### src/rtl/apb_spi_ctrl.sv
// APB3 register front-end for the SPI master: holds one TX and one RX word,
// launches transfers through a three-state FSM and reports status and interrupt.
module apb_spi_ctrl #(
  parameter int WORD_LENGTH = 8,
  parameter int ADDR_WIDTH  = 4
) (
  input  logic                   clk,
  input  logic                   rst_n,
  input  logic                   psel,
  input  logic                   penable,
  input  logic                   pwrite,
  input  logic [ADDR_WIDTH-1:0]  paddr,
  input  logic [31:0]            pwdata,
  output logic [31:0]            prdata,
  output logic                   pready,
  output logic                   pslverr,
  output logic                   spi_start,
  output logic [WORD_LENGTH-1:0] spi_wdata,
  input  logic                   spi_ready,
  input  logic [WORD_LENGTH-1:0] spi_rdata,
  input  logic                   spi_rx_valid,
  output logic                   irq,
  output logic [1:0]             dbg_state
);

  typedef enum logic [1:0] {
    S_IDLE      = 2'd0,
    S_START     = 2'd1,
    S_WAIT_DONE = 2'd2
  } state_t;

  state_t                 state, state_nxt;
  logic                   ctrl_en, ctrl_irq_en;
  logic                   tx_full, rx_valid, overrun;
  logic [WORD_LENGTH-1:0] tx_hold, rx_hold;

  logic       access, wr_ctrl, wr_status, wr_tx, wr_rx, rd_rx;
  logic       tx_wr_err, tx_accept, capture, overrun_set, busy;
  logic [1:0] reg_sel;
  logic       unused_bits;

  assign reg_sel   = paddr[3:2];
  assign access    = psel & penable;
  assign wr_ctrl   = access & pwrite & (reg_sel == 2'd0);
  assign wr_status = access & pwrite & (reg_sel == 2'd1);
  assign wr_tx     = access & pwrite & (reg_sel == 2'd2);
  assign wr_rx     = access & pwrite & (reg_sel == 2'd3);
  assign rd_rx     = access & ~pwrite & (reg_sel == 2'd3);

  // The START cycle frees the TX slot at its closing edge, so a write landing
  // on that same edge is accepted and refills the slot.
  assign tx_wr_err   = wr_tx & tx_full & (state != S_START);
  assign tx_accept   = wr_tx & ~tx_wr_err;
  assign capture     = (state == S_WAIT_DONE) & spi_rx_valid;
  assign overrun_set = capture & rx_valid & ~rd_rx;
  assign busy        = (state != S_IDLE);

  assign pready      = 1'b1;
  assign pslverr     = tx_wr_err | wr_rx;
  assign dbg_state   = state;
  assign unused_bits = ^{paddr, pwdata};

  always_comb begin
    prdata = '0;
    if (psel && !pwrite) begin
      case (reg_sel)
        2'd0: prdata[1:0] = {ctrl_irq_en, ctrl_en};
        2'd1: prdata[3:0] = {overrun, busy, rx_valid, tx_full};
        2'd3: prdata[WORD_LENGTH-1:0] = rx_hold;
        default: prdata = '0;
      endcase
    end
  end

  // Master handshake: spi_ready=1 means the master can accept a word; spi_start
  // is a one-cycle launch with spi_wdata valid from then until spi_rx_valid,
  // which qualifies spi_rdata for exactly the cycle it is high.
  always_comb begin
    state_nxt = state;
    spi_start = 1'b0;
    case (state)
      S_IDLE:      if (ctrl_en && tx_full && spi_ready) state_nxt = S_START;
      S_START: begin
        spi_start = 1'b1;
        state_nxt = S_WAIT_DONE;
      end
      S_WAIT_DONE: if (spi_rx_valid) state_nxt = S_IDLE;
      default:     state_nxt = S_IDLE;
    endcase
  end

  always_ff @(posedge clk or negedge rst_n) begin
    if (!rst_n) begin
      state       <= S_IDLE;
      ctrl_en     <= 1'b0;
      ctrl_irq_en <= 1'b0;
      tx_full     <= 1'b0;
      rx_valid    <= 1'b0;
      overrun     <= 1'b0;
      tx_hold     <= '0;
      rx_hold     <= '0;
      spi_wdata   <= '0;
      irq         <= 1'b0;
    end else begin
      state <= state_nxt;
      irq   <= ctrl_irq_en & rx_valid;

      if (wr_ctrl) begin
        ctrl_en     <= pwdata[0];
        ctrl_irq_en <= pwdata[1];
      end

      if (state == S_IDLE && state_nxt == S_START) spi_wdata <= tx_hold;

      if (tx_accept) begin
        tx_hold <= pwdata[WORD_LENGTH-1:0];
        tx_full <= 1'b1;
      end else if (state == S_START) begin
        tx_full <= 1'b0;
      end

      if (capture) begin
        rx_hold  <= spi_rdata;
        rx_valid <= 1'b1;
      end else if (rd_rx) begin
        rx_valid <= 1'b0;
      end

      if (overrun_set)                overrun <= 1'b1;
      else if (wr_status && pwdata[3]) overrun <= 1'b0;
    end
  end

endmodule

### config.mk
export PLATFORM = sky130hd
export DESIGN_NAME = apb_spi_ctrl
export DESIGN_NICKNAME = d
export VERILOG_FILES = /design/src/rtl/apb_spi_ctrl.sv
export SDC_FILE = /design/constraint.sdc
export NUM_CORES = 1
export LEC_CHECK = 0
export BUFFER_PORTS_ARGS = -buffer_cell sky130_fd_sc_hd__buf_4
export CAP_MARGIN = 10
export CORE_ASPECT_RATIO = 1.4
export CORE_MARGIN = 2
export CORE_UTILIZATION = 43
export CTS_CLUSTER_DIAMETER = 200
export CTS_CLUSTER_SIZE = 25
export DETAILED_ROUTE_END_ITERATION = 10
export PLACE_DENSITY = 0.86
export SLEW_MARGIN = 20
export SYNTH_ARGS = -nofsm -noshare
export SYNTH_HDL_FRONTEND = slang
export SYNTH_SLANG_ARGS = --single-unit
export TNS_END_PERCENT = 5
### constraint.sdc
create_clock -name clk -period 1.85 [get_ports clk]
set_clock_uncertainty 0.05 [all_clocks]
set_input_delay 0 -clock clk [delete_from_list [all_inputs] [get_ports clk]]
set_output_delay 0 -clock clk [all_outputs]
set_load 0.01 [all_outputs]
==> summary by stage <==
Timing
Setup repair after global routing left no endpoint under its margin. For the pin with the worst max-slew slack, the measured transition is 529 ps. Subtracting the final worst setup slack from the clock period gives 1570 ps.

Of the available clock period, the critical path in the final layout requires 84.7%. The total of endpoints with negative setup slack in the final report is 0. Derived from the worst setup path, the maximum achievable clock frequency is 638 MHz. The setup TNS after final layout is 0 ps. The worst hold slack is 21.1 ps. The final hold violation count is 0. In this run the tightest slew margin relative to its limit is 64.6%.

The number of max-slew violations in the final report is 0.

Synth
The share of async-settable or async-resettable flops after synthesis is 100%. The dominant cell type by area after synthesis is dfrtp_1. The proportion of synthesized chip area in sequential cells is 50.4%. After synthesis, the cell types taking the most area are dfrtp_1 50%, mux2_2 20%, buf_4 12%, and2_1 2.0%, nor2_1 1.7%.

The count of mapped cells out of synthesis is 129. The number of enable flip-flop cells after synthesis is 0. The warning count from the yosys run is 0. The number of distinct library cells after synthesis is 27. The average size of a mapped cell is 12.3 um^2. The commonest cells after synthesis are 32 x dfrtp_1, 28 x mux2_2, 26 x buf_4.

The top cell type by area accounts for 50.4% of the synthesized area. The most used flip-flop cell after synthesis is dfrtp_1. Among all cell types in the netlist, the one instantiated most often is dfrtp_1. The flip-flop and latch count after synthesis is 32. The synthesized netlist occupies a cell area of 0.00159 mm^2.

GRT
The initial antenna violation count came to 0. The global-route wire length before repair is 5380 um. Entering global routing, the biggest net connects 33 pins.

For this run the aggregate overflow at the end of global routing stands at 0. In the global route stage, overall resource usage came out at 16.5%. The number of global-route vias before repair is 1,168.

Pwr
The design draws 2.40 mW. The peak supply drop is 0.768 mV. The standby leakage power is 1.09 nW. Dividing total power by cell area gives a power density of 1110 mW/mm^2.

Placed design
The HPWL after detailed placement is 2130 um. The global placement routability congestion is 0.777. The port buffer count is 45.

Worst hold path
The tightest min-delay check is of the in -> reg type. In this run the most critical hold path is launched from paddr[3].

Critical path
STA classifies the critical path endpoint as a flip-flop. The start of the worst register-to-register path is dbg_state[1]. The critical path is of the reg -> reg type. The arrival time of the worst setup path is 1670 ps. The critical path starts at dbg_state[1]. The data required time at the worst endpoint is 1960 ps. The top fanout value on the critical path is 8. The type of origin of the critical path is a flip-flop.

Floorplan
Once the floorplan was initialized, standard cells occupied 44.0% of the core. Row generation in the floorplan step produced 26 rows. The die covers 0.00420 mm^2.

The count of boundary I/O pins is 97. Measured along the y axis, the die boundary spans 75.9 um. The horizontal die dimension is 55.4 um. The area of the core is 0.00361 mm^2.

Flow run
Max-cap violations in this run came to 0.

Route
The routed length per placed instance is 12.8 um. The overall routed net length is 3090 um. The final routed DRC violation total is 0. In the routed layout, each cell is associated on average with a via count of 4.55. The total number of vias is 1,096. The first TritonRoute pass finished after 4 iterations. The count of nets left with antenna violations once routing finished came out at 0.

The detailed router finished its first iteration with 36 violations.

CTS
The source-to-sink clock delay at the later pin of the worst-skew pair is 270 ps. In this run the clock root is driven by a clkbuf_8. The clock transition at the registers of the reported paths is 60 ps. The worst-case clock buffer depth is 2. The number of sinks on the clock net is 32. The number of clock buffers added by TritonCTS is 5. The total number of H-tree levels is 2. The TritonCTS clock tree is built. Post-CTS repair changed the size of 0 cells.

Finish
The count of inserted antenna diode cells is 0. The area growth from synthesis to layout is 36.4%. The post-route netlist has 42.7% of its cells at a drive strength greater than 1. The number of nets in the layout is 249.

Outcome
The run finished with clean final reports.
-- area by class of cell --
cell class	count	area (um^2)
Timing Repair Buffer	67	553
Tap cell	42	52.6
Sequential cell	32	801
Inverter	2	7.51
Multi-Input combinational cell	90	663
Fill cell	290	1440
Clock buffer	8	90.1
-- sequential cells by signal, summed over array words and instances, names as in the netlist --
name,flops
ctrl_irq_en,1
dbg_state,2
spi_wdata,8
tx_full,1
rx_hold,8
irq,1
tx_hold,8
ctrl_en,1
overrun,1
rx_valid,1
-- cell families after synthesis --
| logic type | share of synthesized area (%) |
|---|---|
| muxes | 20.5 |
| other | 0.473 |
| buffers and inverters | 13.3 |
| DFF | 50.4 |
| AOI/OAI and AO/OA | 5.04 |
| and+or+nand+nor | 10.3 |
-- layout by cell type, fill, tap and decap left out --
master / instances
buf_4: 47
dfrtp_1: 32
mux2_2: 28
conb_1: 25
dlygate4sd3_1: 20
nor2_1: 7
clkbuf_8: 6
and2_1: 5
nand2_1: 4
o21ai_0: 3
inv_1: 2
nand3b_1: 2
a22oi_1: 2
clkbuf_1: 2
nand2b_1: 1
nand2b_4: 1
nand4_1: 1
and4b_1: 1
mux2i_1: 1
o21a_1: 1
or2b_1: 1
nand4_4: 1
a21oi_1: 1
nand3_1: 1
or3_1: 1
a21bo_2: 1
o31ai_1: 1
a211oi_4: 1
-- worst paths after layout --
path | endpoint | slack [ps] | cells after the start
min in group asynchronous | rx_hold[7] | 160 | 2
worst min register to register | overrun | 450 | 2
worst max-delay path | tx_hold[5] | 280 | 4
max in group asynchronous | tx_hold[2] | 1300 | 2
worst max register to register | tx_hold[5] | 280 | 4
worst min-delay path | overrun | 20 | 3
-- power breakdown --
group,switching [mW],internal (mW),total (mW)
clock network,0.230,0.303,0.532
logic,0.288,0.449,0.736
registers,0.154,0.974,1.13
total,0.671,1.73,2.40
-- what timing repair did --
item                      in CTS  in global routing
hold buffers                  20                  0
setup buffers                  0                  0
hold endpoints to repair      53                  0
-- per-stage QoR --
step,area (um^2),setup WS [ps],util (%),cells
after CTS,2170,268,60.0,241
after floorplan,1680,311,-,152
after detailed placement,1880,280,52.0,213
after global placement,1880,310,52.0,213
after global routing,2170,179,60.0,241
final,2170,283,60.0,241
-- routing by layer --
metal / vias up / wire length [um] / GRT usage [%] / part of all wire [%]
li1: 522 / - / - / -
met1: 522 / 1170 / 18.7 / 38
met2: 48 / 1730 / 28.7 / 56
met3: 4 / 171 / 5.12 / 5.5
met4: 0 / 24 / 5.85 / 0.78
met5: - / 0 / 0 / 0
-- worst max-delay path, stage by stage, from the launching register on --
cell	delay [ps]
dfrtp_1	420
nand2b_4	190
a211oi_4	240
buf_4	200
mux2_2	340
(Power assumes the default switching activity.)
